===== src/rtl/in_mem_loader_pkg.sv =====
// Shared definitions for the input-memory loader: default widths and FSM states.
package in_mem_loader_pkg;

    // Stream beat width, equal to the input-memory word width.
    localparam int DEF_AXI_HP_BIT = 64;
    // Memory address is DEF_ADDR_WIDTH+1 bits wide.
    localparam int DEF_ADDR_WIDTH = 14;

    // Loader sequencing: wait for arm, stream beats into memory, pulse completion.
    typedef enum logic [1:0] {
        ST_IDLE = 2'd0,
        ST_LOAD = 2'd1,
        ST_DONE = 2'd2
    } state_t;

endpackage : in_mem_loader_pkg


===== src/rtl/in_mem_loader_if.sv =====
// AXI-Stream style beat channel from the HP DMA into the input-memory loader.
interface in_mem_loader_if
    import in_mem_loader_pkg::*;
#(
    parameter int AXI_HP_BIT = DEF_AXI_HP_BIT
);

    logic [AXI_HP_BIT-1:0] s_tdata;
    logic                  s_tvalid;
    logic                  s_tlast;
    logic                  s_tready;

    // Stream source (DMA side).
    modport master (
        output s_tdata,
        output s_tvalid,
        output s_tlast,
        input  s_tready
    );

    // Stream sink (loader side).
    modport slave (
        input  s_tdata,
        input  s_tvalid,
        input  s_tlast,
        output s_tready
    );

endinterface : in_mem_loader_if


===== src/rtl/in_mem_loader.sv =====
// Converts a software-armed run of stream beats into sequential input-memory writes,
// flagging when the stream's tlast position disagrees with the armed beat count.
module in_mem_loader
    import in_mem_loader_pkg::*;
#(
    parameter int AXI_HP_BIT = DEF_AXI_HP_BIT,
    parameter int ADDR_WIDTH = DEF_ADDR_WIDTH
)(
    input  logic                  clk,
    input  logic                  rst,
    input  logic                  start,
    input  logic [ADDR_WIDTH:0]   base_addr,
    input  logic [ADDR_WIDTH+1:0] num_beats,
    in_mem_loader_if.slave        s,
    output logic                  wr_en,
    output logic [ADDR_WIDTH:0]   wr_addr,
    output logic [AXI_HP_BIT-1:0] wr_data,
    output logic                  busy,
    output logic                  done,
    output logic                  err_len
);

    localparam int REM_W = ADDR_WIDTH + 2;

    state_t            state;
    logic [ADDR_WIDTH:0] addr;       // next memory word to write, wraps modulo depth
    logic [REM_W-1:0]    remaining;  // beats still expected in this transfer
    logic                beat_ok;
    logic                last_beat;

    // A beat moves only on a valid/ready handshake; ready is a pure function of state.
    assign beat_ok   = s.s_tvalid & s.s_tready;
    assign last_beat = (remaining == REM_W'(1));

    // Single FSM: sequencing, counters and every registered output.
    always_ff @(posedge clk) begin
        if (rst) begin
            state      <= ST_IDLE;
            addr       <= '0;
            remaining  <= '0;
            s.s_tready <= 1'b0;
            wr_en      <= 1'b0;
            wr_addr    <= '0;
            wr_data    <= '0;
            busy       <= 1'b0;
            done       <= 1'b0;
            err_len    <= 1'b0;
        end else begin
            // NOTE: pulse outputs default low each cycle; non-blocking assignments let
            // the case below override them without ordering hazards between outputs.
            wr_en <= 1'b0;
            done  <= 1'b0;

            case (state)
                ST_IDLE: begin
                    if (start) begin
                        err_len <= 1'b0;
                        busy    <= 1'b1;
                        if (num_beats != '0) begin
                            addr       <= base_addr;
                            remaining  <= num_beats;
                            s.s_tready <= 1'b1;
                            state      <= ST_LOAD;
                        end else begin
                            // Empty transfer: complete immediately without writes.
                            done  <= 1'b1;
                            state <= ST_DONE;
                        end
                    end
                end

                ST_LOAD: begin
                    if (beat_ok) begin
                        wr_en     <= 1'b1;
                        wr_addr   <= addr;
                        wr_data   <= s.s_tdata;
                        addr      <= addr + 1'b1;
                        remaining <= remaining - 1'b1;
                        if (last_beat || s.s_tlast) begin
                            // Clean end only when tlast lands exactly on the final beat.
                            err_len    <= ~last_beat | ~s.s_tlast;
                            s.s_tready <= 1'b0;
                            done       <= 1'b1;
                            state      <= ST_DONE;
                        end
                    end
                end

                ST_DONE: begin
                    busy  <= 1'b0;
                    state <= ST_IDLE;
                end

                default: begin
                    s.s_tready <= 1'b0;
                    busy       <= 1'b0;
                    state      <= ST_IDLE;
                end
            endcase
        end
    end

endmodule : in_mem_loader


===== src/flat_wrapper.sv =====
// flat-port wrapper written by rule: the top's interface ports become plain ports
module in_mem_loader_flat import in_mem_loader_pkg::*;
#(
    parameter int AXI_HP_BIT = DEF_AXI_HP_BIT,
    parameter int ADDR_WIDTH = DEF_ADDR_WIDTH
)
  (clk, rst, start, base_addr, num_beats, wr_en, wr_addr, wr_data, busy, done, err_len, s_s_tdata, s_s_tvalid, s_s_tlast, s_s_tready);
  in_mem_loader_if #(.AXI_HP_BIT(AXI_HP_BIT)) s_i ();
  input  logic clk;
  input  logic rst;
  input  logic start;
  input  logic [ADDR_WIDTH:0] base_addr;
  input  logic [ADDR_WIDTH+1:0] num_beats;
  output logic wr_en;
  output logic [ADDR_WIDTH:0] wr_addr;
  output logic [AXI_HP_BIT-1:0] wr_data;
  output logic busy;
  output logic done;
  output logic err_len;
  input wire logic [$bits(s_i.s_tdata)-1:0] s_s_tdata;
  input wire logic [$bits(s_i.s_tvalid)-1:0] s_s_tvalid;
  input wire logic [$bits(s_i.s_tlast)-1:0] s_s_tlast;
  output wire logic [$bits(s_i.s_tready)-1:0] s_s_tready;
  assign s_i.s_tdata = s_s_tdata;
  assign s_i.s_tvalid = s_s_tvalid;
  assign s_i.s_tlast = s_s_tlast;
  assign s_s_tready = s_i.s_tready;
  in_mem_loader #(.AXI_HP_BIT(AXI_HP_BIT), .ADDR_WIDTH(ADDR_WIDTH)) u_core (.clk(clk), .rst(rst), .start(start), .base_addr(base_addr), .num_beats(num_beats), .s(s_i), .wr_en(wr_en), .wr_addr(wr_addr), .wr_data(wr_data), .busy(busy), .done(done), .err_len(err_len));
endmodule

===== config.mk =====
export PLATFORM = sky130hd
export DESIGN_NAME = in_mem_loader_flat
export DESIGN_NICKNAME = d
export VERILOG_FILES = /design/src/rtl/in_mem_loader_pkg.sv /design/src/rtl/in_mem_loader_if.sv /design/src/rtl/in_mem_loader.sv /design/src/flat_wrapper.sv
export SDC_FILE = /design/constraint.sdc
export NUM_CORES = 1
export LEC_CHECK = 0
export CAP_MARGIN = 20
export CORE_ASPECT_RATIO = 1.5
export CORE_MARGIN = 4
export CORE_UTILIZATION = 48
export DETAILED_ROUTE_END_ITERATION = 8
export GPL_TIMING_DRIVEN = 0
export MAX_ROUTING_LAYER = met4
export PLACE_DENSITY_LB_ADDON = 0.08
export SKIP_LAST_GASP = 1
export SYNTH_ARGS = -nofsm -noshare
export SYNTH_HDL_FRONTEND = slang
export SYNTH_SLANG_ARGS = --single-unit

===== constraint.sdc =====
create_clock -name clk -period 3.59 [get_ports clk]
set_clock_uncertainty 0.1 [all_clocks]
set_input_delay 0.359 -clock clk [delete_from_list [all_inputs] [get_ports clk]]
set_output_delay 0.359 -clock clk [all_outputs]
set_load 0.01 [all_outputs]

# Word level (Yosys, flattened, before mapping)
# Index checks and enable logic that the tools add are counted.
# classes
n_eq_ne,7
addsub,2
mux,30
n_bitwise,6
n_reduce_logical,11
# ops
op,n
$mux W16,3
$mux W15,3
$pmux W16 S2,1
$pmux W15 S2,1
$eq A16 B1 Y1 const B,1
$reduce_bool A16 Y1,1
$sub A16 B1 Y16 const B,1
$add A15 B1 Y15 const B,1
$mux W1,13
$mux W2,4
$reduce_and A4 Y1,2
$ne A2 B1 Y1 const B,3
$pmux W1 S2,3
$reduce_and A5 Y1,1
$not A1 Y1,4
$pmux W2 S2,1
$reduce_and A2 Y1,2
$pmux W1 S3,1
$reduce_and A3 Y1,1
$eq A2 B1 Y1 const B,1
$eq A2 B2 Y1 const B,1
$logic_not A2 Y1,1
$ne A2 B2 Y1 const B,1
$reduce_bool A2 Y1,1
4 further kinds,4
# word_totals
register_bits,117
word_cells,66
input_bits,100
out_inout_bits,84

# Logic depth before layout (Yosys ltp)
# Gate-level depths: netlist of the first run.
# logic_depth
word_depth,6
depth_mapped,8
mapped_depth_nobuf,7

# Worst setup path before layout of the first run
# Ideal clock, no wire load.
# synth_timing
path_kind,in2reg
start,input num_beats[2]
end,register u_core.addr[14]
path_buffers,2
arrival_ns,1.980
setup_ns,0.092
setup_slack_ns,1.418
stages,7
path_cell_list,or4_1 -> o41a_1 -> a21oi_2 -> buf_4 -> buf_6 -> a21oi_1 -> o32ai_1
# synth_between
elab_chain_cells,3
# synth_rtl
element,line,rtl
start: declaration,flat_wrapper.sv:13,input logic [ADDR_WIDTH+1:0] num_beats;
$reduce_bool A16 Y1,in_mem_loader.sv:59,if (num_beats != '0) begin
$ne A2 B1 Y1 (no source line),--,
$reduce_and A4 Y1 (no source line),--,
end signal: assignment,in_mem_loader.sv:60,addr <= base_addr;
end signal: assignment,in_mem_loader.sv:77,addr <= addr + 1'b1;
end: declaration,in_mem_loader.sv:26,logic [ADDR_WIDTH:0] addr;
# Every way passes these cells.
# A chain may end at the register's enable or synchronous reset.

# Final worst setup path of the first run
# layout_timing
start,register u_core.state[1]
end,register u_core.wr_addr[7]
# layout_between
elab_chain_cells,2
# layout_rtl
element,line,rtl
start: declaration,in_mem_loader.sv:25,state_t state;
start signal: assignment,in_mem_loader.sv:38,state <= ST_IDLE;
start signal: assignment,in_mem_loader.sv:63,state <= ST_LOAD;
start signal: assignment,in_mem_loader.sv:67,state <= ST_DONE;
$eq A2 B1 Y1,in_mem_loader.sv:54,case (state)
$reduce_and A2 Y1 (no source line),--,
end signal: assignment,in_mem_loader.sv:75,wr_addr <= addr;
end: declaration,in_mem_loader.sv:16,"output logic [ADDR_WIDTH:0] wr_addr,"
# Every way passes these cells.

==> results of run 1 <==
==> report_power, final <==
group / internal (mW) / switching (mW) / leakage [nW]
registers: 1.34 / 0.0452 / 0.949
logic: 0.226 / 0.236 / 1.33
clock network: 1.12 / 0.594 / 0.291
==> layout by cell type (no fill, tap or decap), drive strengths merged, types with 8 or more instances in the layout <==
cell type	count
or4	8
or2	8
clkbuf	58
nand3	9
nor2	18
nand2b	20
a21oi	137
dfxtp	117
nor3	18
nand2	178
o32ai	15
o21ai	18
clkdlybuf4s50	182
==> critical path: stages, from the launching register on <==
cell,delay [ns]
dfxtp_1,0.35
nand2b_1,0.15
clkbuf_1,0.21
nor2_1,0.84
clkbuf_1,0.41
buf_1,0.43
nand2_1,0.10
a21oi_1,0.18
==> layer usage <==
| layer | track usage, % | vias to the layer above | routed length [um] | share of wire [%] |
|---|---|---|---|---|
| met5 | - | - | 0 | 0 |
| met4 | 12.2 | 0 | 427 | 2.6 |
| met3 | 5.80 | 40 | 1140 | 7.1 |
| met2 | 46.1 | 284 | 8290 | 51 |
| met1 | 29.6 | 2510 | 6280 | 39 |
| li1 | - | 2648 | - | - |
==> sequential cells by signal, summed over array words and instances, names as in the netlist <==
name and count:
u_core.err_len 1, u_core.done 1, u_core.addr 15, u_core.s.s_tready 1, u_core.wr_data 64, u_core.busy 1, u_core.remaining 16, u_core.state 2
u_core.wr_en 1, u_core.wr_addr 15
==> logic make-up (layout without fill, tap and decap cells) <==
kind of cell / after synthesis / in the layout
DFF: 117 / 117
adders and majority gates: 3 / 3
buffers and inverters: 52 / 265
AOI/OAI and AO/OA: 193 / 193
muxes: 1 / 1
and+or+nand+nor: 283 / 283
==> worst max path at each step <==
stage	from	endpoint	cells after the start	slack, ns
after floorplan	num_beats[2]	u_core.addr[14]	7	1.42
after global placement	s_s_tvalid	u_core.wr_addr[6]	7	0.69
after detailed placement	s_s_tvalid	u_core.wr_addr[6]	7	0.66
after CTS	u_core.state[1]	u_core.wr_addr[7]	7	0.77
after global routing	u_core.state[1]	u_core.wr_addr[6]	7	0.54
final	u_core.state[1]	u_core.wr_addr[7]	7	0.71
==> layout make-up <==
type / instances / share of cell area (%)
inverters: 6 / 0.298
flip-flops and latches: 117 / 31.0
clock inverters: 12 / 2.04
clock buffers: 19 / 5.99
plain buffers: 46 / 2.58
repair buffers: 182 / 24.1
multi-input cells: 480 / 32.0
well taps: 117 / 1.94
==> metrics by stage <==
stage	util (%)	area [um2]	instances	hold slack (ns)
2_1_floorplan	-	4980	649	0.346
3_3_place_gp	68.6	6950	948	0.341
3_5_place_dp	68.6	6950	948	0.347
4_1_cts	74.6	7560	979	0.354
5_1_grt	74.6	7560	979	0.368
6_report	74.6	7560	979	0.352
==> flow_results.org, run 1 <==
** Status
- The flow ran to the end, and the final reports show no timing, DRC or antenna violations.

** Logic synthesis
- Netlist area before placement :: 4980 um2
- Proportion of synthesized flip-flops having asynchronous set or reset :: 0%
- The most common cell in the synthesized netlist is nand2_1.
- Fraction of the mapped netlist area in adder cells :: less than 1%
- The synthesized design contains 0 enable-type register cells.
- Post-Synthesis Net Count :: ~750
- By area, the combinational part of the netlist is dominated by simple AND/OR/NAND/NOR gates.
- Proportion of synthesized chip area in sequential cells :: 47.0%
- Post-synth cell types :: 41
- Most frequent cells after synthesis :: nand2_1 (178), a21oi_1 (136), dfxtp_1 (117)
- Synth area leaders :: dfxtp_1 (47%), a21oi_1 (14%), nand2_1 (13%)
- Post-synthesis sequential element count :: 117
- Summing the areas of all xor and xnor instances in the mapped netlist gives 0% of the synthesized area.
- Summing the areas of all compound-gate instances in the mapped netlist gives 22.1% of the synthesized area.
- Multiplexer cells account for 0.201% of the synthesized area.
- Share of the synthesized area in the top cell type :: 47.0%
- Count of synthesis-stage warnings from yosys :: 0
- Cell type with the highest aggregate area in the netlist :: dfxtp_1
- Each instance of the synthesized netlist takes up on average 7.67 um2.
- For this run, the leading register cell type out of synthesis is dfxtp_1.
- After technology mapping, the gate count stands at about 650.
- Of the total synthesized cell area, the portion taken by AND, OR, NAND and NOR gates is between 20 and 30%.

** Detailed routing
- After detailed routing, the average wire length per cell comes to roughly 16 um.
- In this run, the number of DRC markers left after iteration 0 of detailed routing was 311.
- Pre-Repair DR Iteration Count :: 7
- Vias per Instance :: 5.60
- DRC violations left :: 0
- Final wirelength :: ~16000 um
- Total number of vias :: 5482
- Post-DRT Antenna Nets :: 0

** CTS
- In this run the clock root is driven by a clkbuf_16.
- Buffers from clock root to sink, at most :: 2
- Skew-Pair Late Insertion Delay :: between 0.4 and 0.5 ns
- Clock tree from TritonCTS :: built
- The tree built by TritonCTS fans out to 117 sinks.
- The H-tree was split into 4 levels.
- Buffers added to address setup during post-CTS repair amount to 0.
- After clock tree synthesis, the clock-pin slew on the worst setup and hold paths is 0.05 ns.
- Gates resized, CTS repair :: 0
- In this run, post-CTS hold repair placed 0 buffers.
- Total clock buffers created by CTS :: 17

** Setup path
- The worst register-to-register path has a depth of 7.
- Type of the setup path with the least slack :: reg -> reg
- Data arrival time of the worst path :: 3.10 ns
- Along the worst path, the maximum fanout reaches 10.
- Terminus of the critical flop-to-flop path :: u_core.wr_addr[7]
- In this run the critical register-to-register path is launched from u_core.state[1].
- The worst setup path is launched from a register.
- The worst register-to-register path has a setup slack of approximately 0.71 ns.
- Data on the critical path is required at its endpoint by ~3.8 ns.
- STA classifies the critical path endpoint as a register.

** Layout
- Footprint of the multi-input gates :: around 2400 um2
- Post-layout net count :: 953
- Area added between synthesis and finish :: 51.7%
- 0 antenna diodes ended up in the layout.
- In the final layout, the share of cells above drive strength 1 is 5.45%.
- The sequential cells in the finished layout cover a total of between 2000 and 2500 um2.
- The filler cells instantiated in the layout total 779.

** Min path
- Hold Path Stages :: 2
- Worst Hold Class :: reg -> reg
- For hold timing, the worst endpoint is u_core.wr_data[45].
- Start point of the worst min-delay path :: u_core.wr_data[45]

** Floorplan
- Row count :: 45
- X dimension of the die :: 91.2 um
- Area enclosed by the die boundary :: between 10000 and 15000 um2
- From bottom edge to top edge, the die measures 133 um.
- 184 I/O pins were placed.
- For this configuration, the core starts out at a cell density of 49.1%.
- The total area inside the core boundary comes to ~10000 um2.

** Timing
- Achievable Freq :: 348 MHz
- Count of endpoints failing setup in the final report :: 0
- Max Transition Viols Final :: 0
- Final total negative setup slack :: 0 ns
- Final Cycle Share :: between 80% and 90%
- Once routing completed, OpenROAD measured the worst setup slack at 0.714 ns.
- The final number of hold-violating endpoints came to 0.
- The worst pin sits at a relative slew slack of 31.0%.
- Min cycle time layout :: 2.88 ns
- Setup repair after global routing left no endpoint under its margin.
- At the pin with the least slew margin, the transition time is 1.03 ns.

** Place
- During placement, the flow inserted port buffers numbering 182.
- Routability cong. :: 0.940
- Before CTS, the worst setup slack after placement is 0.657 ns.
- The wire-length estimate of the detail-placed layout is 11700 um.

** Power and ir drop
- Total leakage power :: 2.57 nW
- Power per Cell Area :: 472 nW/um2
- Max rail drop VDD :: 0.000392 V
- The design draws around 3.6 mW.

** Global route
- The number of antenna violations at the first check in global routing was 0.
- Global-route wire length before repair :: 25600 um
- The number of global-route vias before repair is 5288.
- Global route overflow :: 0
- Aggregate global-route resource usage :: 26.9%
- Pin count of the biggest net entering global routing :: 17

** Flow run
- Reported max-cap violation count :: 0
No activity file was read; power rests on OpenSTA's default activity.
==> run 2, diff against run 1 <==
- CORE_UTILIZATION: 48 -> 40
- clock period: 3.59 -> 2.5 ns (I/O delays scaled with it)
==> flow_results.org, run 2 (synthesis gave the netlist of run 1 again) <==
** CTS
- The maximum buffer depth of the clock tree is 2 (unchanged).
- Buffer cell driving the clock tree root :: clkbuf_16
- Reg clk slew, reported paths :: 0.05 ns (about the same)
- Clock tree from TritonCTS :: built
- The CTS H-tree depth is 4 (unchanged).
- Number of buffers added to fix hold violations after cts :: 0 (unchanged)
- The later-pin clock latency in the skew report was 0.41 ns (about the same).
- The clock buffer count from CTS is 17 (unchanged).
- Postcts setup bufs :: 0 (unchanged)
- Clock Sink Count :: 117 (unchanged)

** Global route
- Aggregate global-route resource usage :: 22.8% (-4.0 points)
- Global-route wire length before repair :: 25600 um (-0.35%)
- Pin count of the biggest net entering global routing :: 17 (unchanged)
- The number of antenna violations at the first check in global routing is 0 (unchanged).
- Via count of the first global-routing pass :: 5216 (-1.4%)
- The remaining global-route overflow came to 0 (unchanged).

** Place
- Cell count after placement :: 984 (+3.8%)
- Number of port buffers :: 182 (unchanged)
- The global placement routability congestion is 0.870 (-7.4%).
- Minimum setup slack after placement :: -0.398 ns (-1.05 ns)
- The detailed placement HPWL was 12200 um (+3.7%).

** Floorplan
- The die height is 145 um (+9.0%).
- The full die area was 14300 um2 (+18%).
- The floorplan core area came to 12100 um2 (+19%).
- Ports placed on the boundary :: 184 (unchanged)
- The number of rows in the core area came to 49 (+8.9%).
- The width of the die came to 99.1 um (+8.7%).
- The effective utilization at floorplan was 41.2% (-7.9 points).

** Timing
- Min cycle time layout :: 2.34 ns
- Unrepaired setup endpoints after global routing :: no
- Count of endpoints failing setup in the final report :: 0 (unchanged)
- Final Cycle Share :: 93.6%
- Max Transition Viols Final :: 0 (unchanged)
- Worst-margin pin slew :: 0.819 ns (-0.212 ns)
- Achievable Freq :: 427 MHz
- The final number of hold-violating endpoints is 0 (unchanged).
- Final worst setup slack :: 0.161 ns (-0.554 ns)
- Worst rel slew slack :: 44.9% (+14 points)

** Detailed routing
- The average routed wire per standard cell was 16.2 um (-1.8%).
- The via count came to 5446 (-0.66%).
- Vias per Instance :: 5.36 (-4.3%)
- Detailed router's first-iteration violation count :: 333 (+7.1%)
- Post-DRT Antenna Nets :: 0 (unchanged)
- The number of iterations in the first detailed-routing pass is 5 (-2).
- Final wirelength :: 16400 um (+1.9%)
- The count of unresolved DRC violations after routing was 0 (unchanged).

** Layout
- Final Core Density :: 63.4% (-11 points)
- Area added between synthesis and finish :: 53.7%
- The library cell used most frequently in the layout, excluding fill and tap cells, is clkdlybuf4s50_1.
- Ranked by flip-flop count, first place goes to u_core.wr_data.
- In the layout the commonest cells are clkdlybuf4s50_1 (182), nand2_1 (178), a21oi_1 (136).
- Ratio of cells with drive above 1 in the final layout :: 6.14% (+0.69 points)
- Ant diodes :: 0 (unchanged)
- Post-layout net count :: 953 (unchanged)
- The count of placed standard cells in the final layout, fillers left out was 1016 (+3.8%).
- The largest registers in the layout are u_core.wr_data (64), u_core.remaining (16).
- The number of flip-flops in the largest register came to 64 (unchanged).

** Setup path
- Endpoint of the worst setup timing path :: u_core.remaining[13]
- Critical path capture point type :: register
- The worst register-to-register path ends at u_core.addr[14].
- The data arrival time at the worst-slack endpoint was 2.54 ns (-0.56 ns).
- Origin of the critical flop-to-flop path :: u_core.addr[0]
- Critical path startpoint :: num_beats[5]
- Reg2reg setup slack :: 0.25 ns (-0.46 ns)
- The required time at the endpoint of the critical path came to 2.70 ns (-1.11 ns).
- The worst-path maximum fanout was 10 (unchanged).
- Type of the setup path with the least slack :: in -> reg
- STA classifies the critical path startpoint as an input port.
- The number of cells traversed by the worst register-to-register path came to 7 (unchanged).

** Power and ir drop
- Max rail drop VDD :: 0.000454 V (+16%)
- The power per cell area came to 689 nW/um2 (+46%).
- The leakage component of the power was 2.60 nW (+1.2%).

** Flow run
- Reported max-cap violation count :: 0 (unchanged)

** Status
- The flow ran to the end, and the final reports show no timing, DRC or antenna violations.

** Min path
- The min-delay analysis places its worst path in the category in -> reg.
-- run 2: worst max-delay path: stages --
cell             delay [ns]
clkdlybuf4s50_1        0.45
or4_1                  0.55
o41a_1                 0.50
a21oi_2                0.20
buf_4                  0.21
buf_6                  0.17
a21oi_1                0.05
o32ai_1                0.16
-- run 2: stage by stage --
stage	total power, mW	hold WS, ns	setup TNS (ns)	cell area (um2)
after floorplan	2.36	0.286	0	4980
after global placement	2.67	0.343	-8.30	6990
after detailed placement	2.69	0.346	-9.46	6990
after CTS	5.30	0.265	-0.0806	7640
after global routing	5.46	0.294	0	7660
final	5.27	0.287	0	7660
-- run 2: area by class of cell --
cell class / instances / area (um2)
Buffer: 46 / 199
Clock buffer: 21 / 470
Clock inverter: 11 / 173
Fill cell: 1089 / 4420
Inverter: 6 / 22.5
Multi-Input combinational cell: 480 / 2440
Sequential cell: 117 / 2340
Tap cell: 153 / 191
Timing Repair Buffer: 182 / 1820
-- run 2: repair_timing --
action                                 CTS  global route
setup endpoints to repair               10            90
resized for setup                        1             8
endpoints found under the hold margin    0             0
-- run 2: worst min path at each step --
stage	startpoint	endpoint	slack, ns	cells past startpoint
after floorplan	s_s_tdata[0]	u_core.wr_data[0]	0.29	2
after global placement	u_core.wr_data[63]	u_core.wr_data[63]	0.34	2
after detailed placement	u_core.wr_data[17]	u_core.wr_data[17]	0.35	2
after CTS	rst	u_core.addr[5]	0.27	3
after global routing	s_s_tdata[62]	u_core.wr_data[62]	0.29	3
final	s_s_tdata[37]	u_core.wr_data[37]	0.29	3
-- run 2: power breakdown --
group	leakage [nW]	switching (mW)	internal [mW]
clock	0.314	0.860	1.75
combinational	1.34	0.340	0.325
sequential	0.949	0.0632	1.93
-- run 2: routing by layer --
metal  track usage, %  up-vias  part of all wire, %  wire (um)
met4             8.63        0                  2.5        403
met3             5.52       42                  7.0       1160
met1             25.6     2518                   39       6410
li1                 -     2659                    -          -
met2             39.4      227                   52       8470
met5                -        -                    0          0
